$ cat src/rtl/sa_down_sram_reader.sv
`default_nettype none
// ============================================================================
// Module      : sa_down_sram_reader
// Description : Unloads output-stationary results from the systolic array's
//               down (result) SRAM bank. Reads every row of a programmed,
//               possibly wrapping, address window and serialises each
//               NUM_COL-wide row into single accumulator words on a
//               valid/ready stream.
// Ports       : clk, rst            - clock, async active-high reset
//               i_start, i_start_addr, i_end_addr
//                                   - window start pulse and inclusive bounds
//               o_busy, o_done      - activity flag, end-of-window pulse
//               o_down_rd_en, o_down_rd_addr, i_down_rd_data
//                                   - down-SRAM read port
//               o_valid, i_ready, o_data, o_row_addr, o_col_idx, o_last
//                                   - result word stream with position tags
// Revision    : 1.0 - initial release
// ============================================================================
module sa_down_sram_reader #(
    parameter int NUM_COL              = 4,
    parameter int ACCU_DATA_WIDTH      = 32,
    parameter int LOG2_SRAM_BANK_DEPTH = 5,
    parameter int SRAM_RD_LATENCY      = 1
) (
    input  logic                                clk,
    input  logic                                rst,
    input  logic                                i_start,
    input  logic [LOG2_SRAM_BANK_DEPTH-1:0]     i_start_addr,
    input  logic [LOG2_SRAM_BANK_DEPTH-1:0]     i_end_addr,
    output logic                                o_busy,
    output logic                                o_done,
    output logic                                o_down_rd_en,
    output logic [LOG2_SRAM_BANK_DEPTH-1:0]     o_down_rd_addr,
    input  logic [NUM_COL*ACCU_DATA_WIDTH-1:0]  i_down_rd_data,
    output logic                                o_valid,
    input  logic                                i_ready,
    output logic [ACCU_DATA_WIDTH-1:0]          o_data,
    output logic [LOG2_SRAM_BANK_DEPTH-1:0]     o_row_addr,
    output logic [((NUM_COL > 1) ? $clog2(NUM_COL) : 1)-1:0] o_col_idx,
    output logic                                o_last
);

    localparam int COL_W  = (NUM_COL > 1) ? $clog2(NUM_COL) : 1;
    localparam int WAIT_W = (SRAM_RD_LATENCY > 1) ? $clog2(SRAM_RD_LATENCY) : 1;

    localparam logic [COL_W-1:0]  c_COL_LAST  = COL_W'(NUM_COL - 1);
    localparam logic [WAIT_W-1:0] c_WAIT_LAST = WAIT_W'(SRAM_RD_LATENCY - 1);

    typedef enum logic [2:0] {
        S_IDLE = 3'd0,
        S_RD   = 3'd1,
        S_WAIT = 3'd2,
        S_SEND = 3'd3,
        S_DONE = 3'd4
    } state_e;

    state_e                              state_q,   state_d;
    logic [LOG2_SRAM_BANK_DEPTH-1:0]     cur_q,     cur_d;
    logic [LOG2_SRAM_BANK_DEPTH-1:0]     end_q,     end_d;
    logic [COL_W-1:0]                    col_q,     col_d;
    logic [WAIT_W-1:0]                   wait_q,    wait_d;
    logic [NUM_COL*ACCU_DATA_WIDTH-1:0]  row_buf_q, row_buf_d;

    logic [ACCU_DATA_WIDTH-1:0]          w_row_words [NUM_COL];
    logic                                w_col_last;
    logic                                w_row_last;

    // View the captured row as an array of words so the current column can be
    // selected with a plain index.
    for (genvar c = 0; c < NUM_COL; c++) begin : g_unpack
        assign w_row_words[c] = row_buf_q[c*ACCU_DATA_WIDTH +: ACCU_DATA_WIDTH];
    end

    assign w_col_last = (col_q == c_COL_LAST);
    assign w_row_last = (cur_q == end_q);

    // ------------------------------------------------------------------------
    // State register and datapath flops
    // ------------------------------------------------------------------------
    always_ff @(posedge clk or posedge rst) begin
        if (rst) begin
            state_q   <= S_IDLE;
            cur_q     <= '0;
            end_q     <= '0;
            col_q     <= '0;
            wait_q    <= '0;
            row_buf_q <= '0;
        end else begin
            state_q   <= state_d;
            cur_q     <= cur_d;
            end_q     <= end_d;
            col_q     <= col_d;
            wait_q    <= wait_d;
            row_buf_q <= row_buf_d;
        end
    end

    // ------------------------------------------------------------------------
    // Next-state logic
    // ------------------------------------------------------------------------
    always_comb begin
        state_d   = state_q;
        cur_d     = cur_q;
        end_d     = end_q;
        col_d     = col_q;
        wait_d    = wait_q;
        row_buf_d = row_buf_q;

        case (state_q)
            S_IDLE: begin
                if (i_start) begin
                    cur_d   = i_start_addr;
                    end_d   = i_end_addr;
                    state_d = S_RD;
                end
            end

            S_RD: begin
                wait_d  = '0;
                state_d = S_WAIT;
            end

            // The SRAM returns data SRAM_RD_LATENCY cycles after the enable;
            // capture it on the last wait cycle so SEND sees a stable row.
            S_WAIT: begin
                if (wait_q == c_WAIT_LAST) begin
                    row_buf_d = i_down_rd_data;
                    col_d     = '0;
                    state_d   = S_SEND;
                end else begin
                    wait_d = wait_q + 1'b1;
                end
            end

            // All stream outputs derive from registered state, so they hold
            // while the sink stalls.
            S_SEND: begin
                if (i_ready) begin
                    if (!w_col_last) begin
                        col_d = col_q + 1'b1;
                    end else if (!w_row_last) begin
                        // Address wraps naturally at the bank depth.
                        cur_d   = cur_q + 1'b1;
                        state_d = S_RD;
                    end else begin
                        state_d = S_DONE;
                    end
                end
            end

            S_DONE: begin
                state_d = S_IDLE;
            end

            default: begin
                state_d = S_IDLE;
            end
        endcase
    end

    // ------------------------------------------------------------------------
    // Outputs: decoded from state only, zero whenever not meaningful
    // ------------------------------------------------------------------------
    always_comb begin
        o_busy         = (state_q != S_IDLE);
        o_done         = (state_q == S_DONE);
        o_down_rd_en   = 1'b0;
        o_down_rd_addr = '0;
        o_valid        = 1'b0;
        o_data         = '0;
        o_row_addr     = '0;
        o_col_idx      = '0;
        o_last         = 1'b0;

        if (state_q == S_RD) begin
            o_down_rd_en   = 1'b1;
            o_down_rd_addr = cur_q;
        end

        if (state_q == S_SEND) begin
            o_valid    = 1'b1;
            o_data     = w_row_words[col_q];
            o_row_addr = cur_q;
            o_col_idx  = col_q;
            o_last     = w_col_last & w_row_last;
        end
    end

endmodule
`default_nettype wire

$ cat config.mk
export PLATFORM = sky130hd
export DESIGN_NAME = sa_down_sram_reader
export DESIGN_NICKNAME = d
export VERILOG_FILES = /design/src/rtl/sa_down_sram_reader.sv
export SDC_FILE = /design/constraint.sdc
export NUM_CORES = 1
export LEC_CHECK = 0
export CORE_ASPECT_RATIO = 1.5
export CORE_MARGIN = 2
export CORE_UTILIZATION = 52
export DETAILED_ROUTE_END_ITERATION = 8
export MAX_ROUTING_LAYER = met4
export PLACE_DENSITY = 0.86
export SYNTH_ARGS = -nofsm -noshare
export SYNTH_HDL_FRONTEND = slang
export SYNTH_SLANG_ARGS = --single-unit
$ cat constraint.sdc
create_clock -name clk -period 9.8 [get_ports clk]
set_input_delay 1.96 -clock clk [delete_from_list [all_inputs] [get_ports clk]]
set_output_delay 1.96 -clock clk [all_outputs]
set_load 0.01 [all_outputs]
==> results.md <==
## Critical path
• 19 — worst-path fanout max
• output pin — crit path capture type
• 7840 ps — data required time at the worst endpoint
• 2820 ps — CP arrival
• register to output pin — category of the most critical setup path
• register — type of origin of the critical path
• col_q[0] — reg-to-reg critical path startpoint
• col_q[0] — Worst Setup SP

## Global route
• 26100 um — first-pass GRT wire length
• 0 — antenna violations before repair
• 5139 — vias in the first global route
• 0 — global-route congestion overflow total
• 74 — largest net degree at the start of global routing
• 0.251 — total routing usage reported by global routing

## STA
• no — setup repair after global routing missed its margin
• 0 ps — setup TNS
• 209 MHz — Fmax achieved
• 0 — number of failing hold endpoints at the final stage
• 1060 ps — transition at the pin with the smallest max-transition slack
• 0 — number of pins exceeding their max-slew limit in the final report
• 0 — endpoints failing setup
• 4780 ps — crit path time final
• 0.488 — final clock period utilization by the worst path
• 0.295 — Max transition margin
• 5020 ps — post-route worst setup slack
• 6.80 ps — setup skew after layout

## Cells and area
• 0.00928 mm^2 — final std cell area, no fill
• 0 — ANT cells
• 0.319 — layout cell share with drive strength beyond 1
• 38.7% — area added between synthesis and finish
• 783 — number of nets in the final layout
• 832 — final-layout fill cell count

## Route
• 5.64 — Via-to-Cell Ratio
• 16400 um — overall routed net length
• 20.3 um — Avg WL per Cell
• 178 — number of violations reported at the end of detailed-routing iteration 0
• 4556 — vias
• 0 — antenna violation net count after detailed routing
• 0 — number of design rule violations left after detail routing
• 4 — first-pass iteration count of the detailed router

## Floorplan
• 0.0125 mm^2 — Floorplan Core Area
• 0.535 — Starting Density
• 191 — number of top-level design ports
• 50 — std cell rows
• 0.0138 mm^2 — area enclosed by the die boundary
• 96.6 um — Die W
• 143 um — die boundary height

## Pwr
• 0.00102 W — Switching Power
• 353 mW/mm^2 — power density cells
• 0.342 — share of total power in sequential cells
• 0.198 — clock network power share
• 0.311 — switching power as a share of total power
• 3.67 nW — Leak Pwr
• 0.189 mV — Max VDD drop
• 0.461 — proportion of power drawn by combinational gates
• 0.00226 W — internal power

## Clock tree
• 17 — number of buffers created by CTS
• 410 ps — clock latency reported for the late side of the worst-skew pair
• 0 — Post-CTS Hold Fix Bufs
• 60 ps — CTS clk-pin slew, worst paths
• 0 — setup bufs post-CTS
• 2 — maximum buffer depth of the clock tree
• 143 — number of clock sinks seen by CTS
• clkbuf_16 — root buffer cell
• 4 — Clock H-tree levels
• yes — clock tree from TritonCTS
• 0 — CTS resizes

## Logic synthesis
• 0.00669 mm^2 — summed instance area of the synthesized netlist
• 0.535 — area share of the leading cell type in the synthesized netlist
• dfrtp_1, mux2_2, mux4_2, and2_1, buf_2 — main area contributors after synthesis
• 0 — number of enable-type register cells in the synthesized netlist
• 35 — number of distinct library cells after synthesis
• dfrtp_1 — Synth area leader
• 1.00 — share of synthesized flip-flops with an asynchronous set or reset
• 0.535 — share of synthesized area occupied by flip-flops and latches
• dfrtp_1, mux2_2, and2_1, mux4_2, buf_2 — most common library cells after synthesis
• 143 — FF+latch count, synth
• 0 — total number of yosys warnings
• 455 — synthesized instance count
• 14.7 um^2 — Avg Inst Size Synth
• dfrtp_1 — top_reg_cell synth
• dfrtp_1 — most common cell in the netlist
• 599 — Syn Nets

## Placed design
• 190 — total of buffers placed on input and output ports
• 11400 um — placed wire-length estimate
• 0.828 — final weighted congestion in routability-driven placement
• 0.00868 mm^2 — area post-placement
• 5400 ps — pre-CTS setup slack

## Worst hold path
• register to register — type of the worst min-delay path
• row_buf_q[77] — Hold Startpoint

## Run status
• complete, no violations — result of the run

## Job
• 0 — number of maximum-capacitance violations

-- metrics by stage --
| step | hold slack (ps) | total power, W | utilization | instances |
|---|---|---|---|---|
| floorplan | 475 | 0.00203 | - | 455 |
| global placement | 484 | 0.00257 | 0.694 | 776 |
| detailed placement | 491 | 0.00264 | 0.694 | 776 |
| CTS | 504 | 0.00330 | 0.742 | 808 |
| global route | 519 | 0.00346 | 0.742 | 808 |
| finish | 501 | 0.00328 | 0.742 | 808 |
-- power groups by stage --
stage / sequential, W / clock [W] / combinational (W)
5_1_grt: 0.00116 / 0.000687 / 0.00162
2_1_floorplan: 0.00100 / 0 / 0.00103
6_report: 0.00112 / 0.000649 / 0.00151
4_1_cts: 0.00112 / 0.000659 / 0.00152
3_5_place_dp: 0.00112 / 0 / 0.00151
3_3_place_gp: 0.00110 / 0 / 0.00147
-- final timing paths --
check	end	slack [ps]	depth (start not counted)
max	o_data[14]	5020	4
min	row_buf_q[77]	500	1
max reg2reg	cur_q[0]	7250	6
min reg2reg	row_buf_q[77]	500	1
max in group asynchronous	col_q[0]	6390	3
min in group asynchronous	row_buf_q[110]	2010	2
-- sequential cells by signal, summed over array words and instances, names as in the netlist --
register and count:
end_q 5, cur_q 5, col_q 2, row_buf_q 128, state_q 3
-- layer usage --
layer	vias up	wire length, um	share of wire	track usage
met4	0	517	0.032	0.110
met2	149	9180	0.56	0.459
met3	34	605	0.037	0.0465
met1	2339	6100	0.37	0.264
li1	2034	-	-	-
met5	-	0	0	-
-- kinds of logic after synthesis --
group / Yosys count / synth area share
multiplexers: 166 / 0.333
flip-flops: 143 / 0.535
AND/OR/NAND/NOR: 82 / 0.0697
buffers and inverters: 36 / 0.0264
AO/OA/AOI/OAI: 21 / 0.0256
XOR/XNOR: 5 / 0.00654
adder cells (fa/ha/maj): 2 / 0.00374
-- worst max-delay path, cell delays in order (launching register included) --
cell and delay (ps):
dfrtp_2 720, buf_4 460, mux4_2 550, and2_1 170
clkdlybuf4s50_1 490
-- cell type report --
| class | instances | area, um^2 | area share |
|---|---|---|---|
| Multi-Input combinational cell | 276 | 2940 | 0.317 |
| Tap cell | 156 | 195 | 0.0210 |
| Sequential cell | 143 | 3580 | 0.386 |
| Clock buffer | 19 | 433 | 0.0466 |
| Inverter | 7 | 31.3 | 0.00337 |
| Timing Repair Buffer | 194 | 1930 | 0.208 |
| Clock inverter | 13 | 164 | 0.0177 |
-- layout by cell type (no fill, tap or decap), types with 2 or more instances in the layout --
| cell | Yosys | final |
|---|---|---|
| a2111oi_0 | 3 | 3 |
| a211oi_1 | 2 | 2 |
| a21oi_1 | 2 | 2 |
| a221oi_2 | 2 | 2 |
| a22o_1 | 3 | 3 |
| and2_1 | 40 | 40 |
| and3_1 | 2 | 2 |
| buf_4 | 0 | 4 |
| bufinv_16 | 0 | 3 |
| clkbuf_1 | 5 | 2 |
| clkbuf_16 | 0 | 17 |
| clkdlybuf4s50_1 | 0 | 190 |
| clkinv_2 | 0 | 2 |
| clkinv_4 | 0 | 2 |
| clkinvlp_4 | 0 | 5 |
| dfrtp_1 | 143 | 141 |
| dfrtp_2 | 0 | 2 |
| ha_1 | 2 | 2 |
| inv_1 | 6 | 5 |
| inv_6 | 0 | 2 |
| mux2_2 | 134 | 134 |
| mux4_2 | 32 | 32 |
| nand2_1 | 5 | 5 |
| nand2b_1 | 3 | 3 |
| nand3_1 | 6 | 6 |
| nand3b_1 | 2 | 2 |
| nand4_1 | 2 | 2 |
| nor2_1 | 11 | 10 |
| nor3_1 | 8 | 8 |
| o21ai_0 | 3 | 3 |
| xnor2_1 | 5 | 5 |
(Power assumes the default switching activity.)
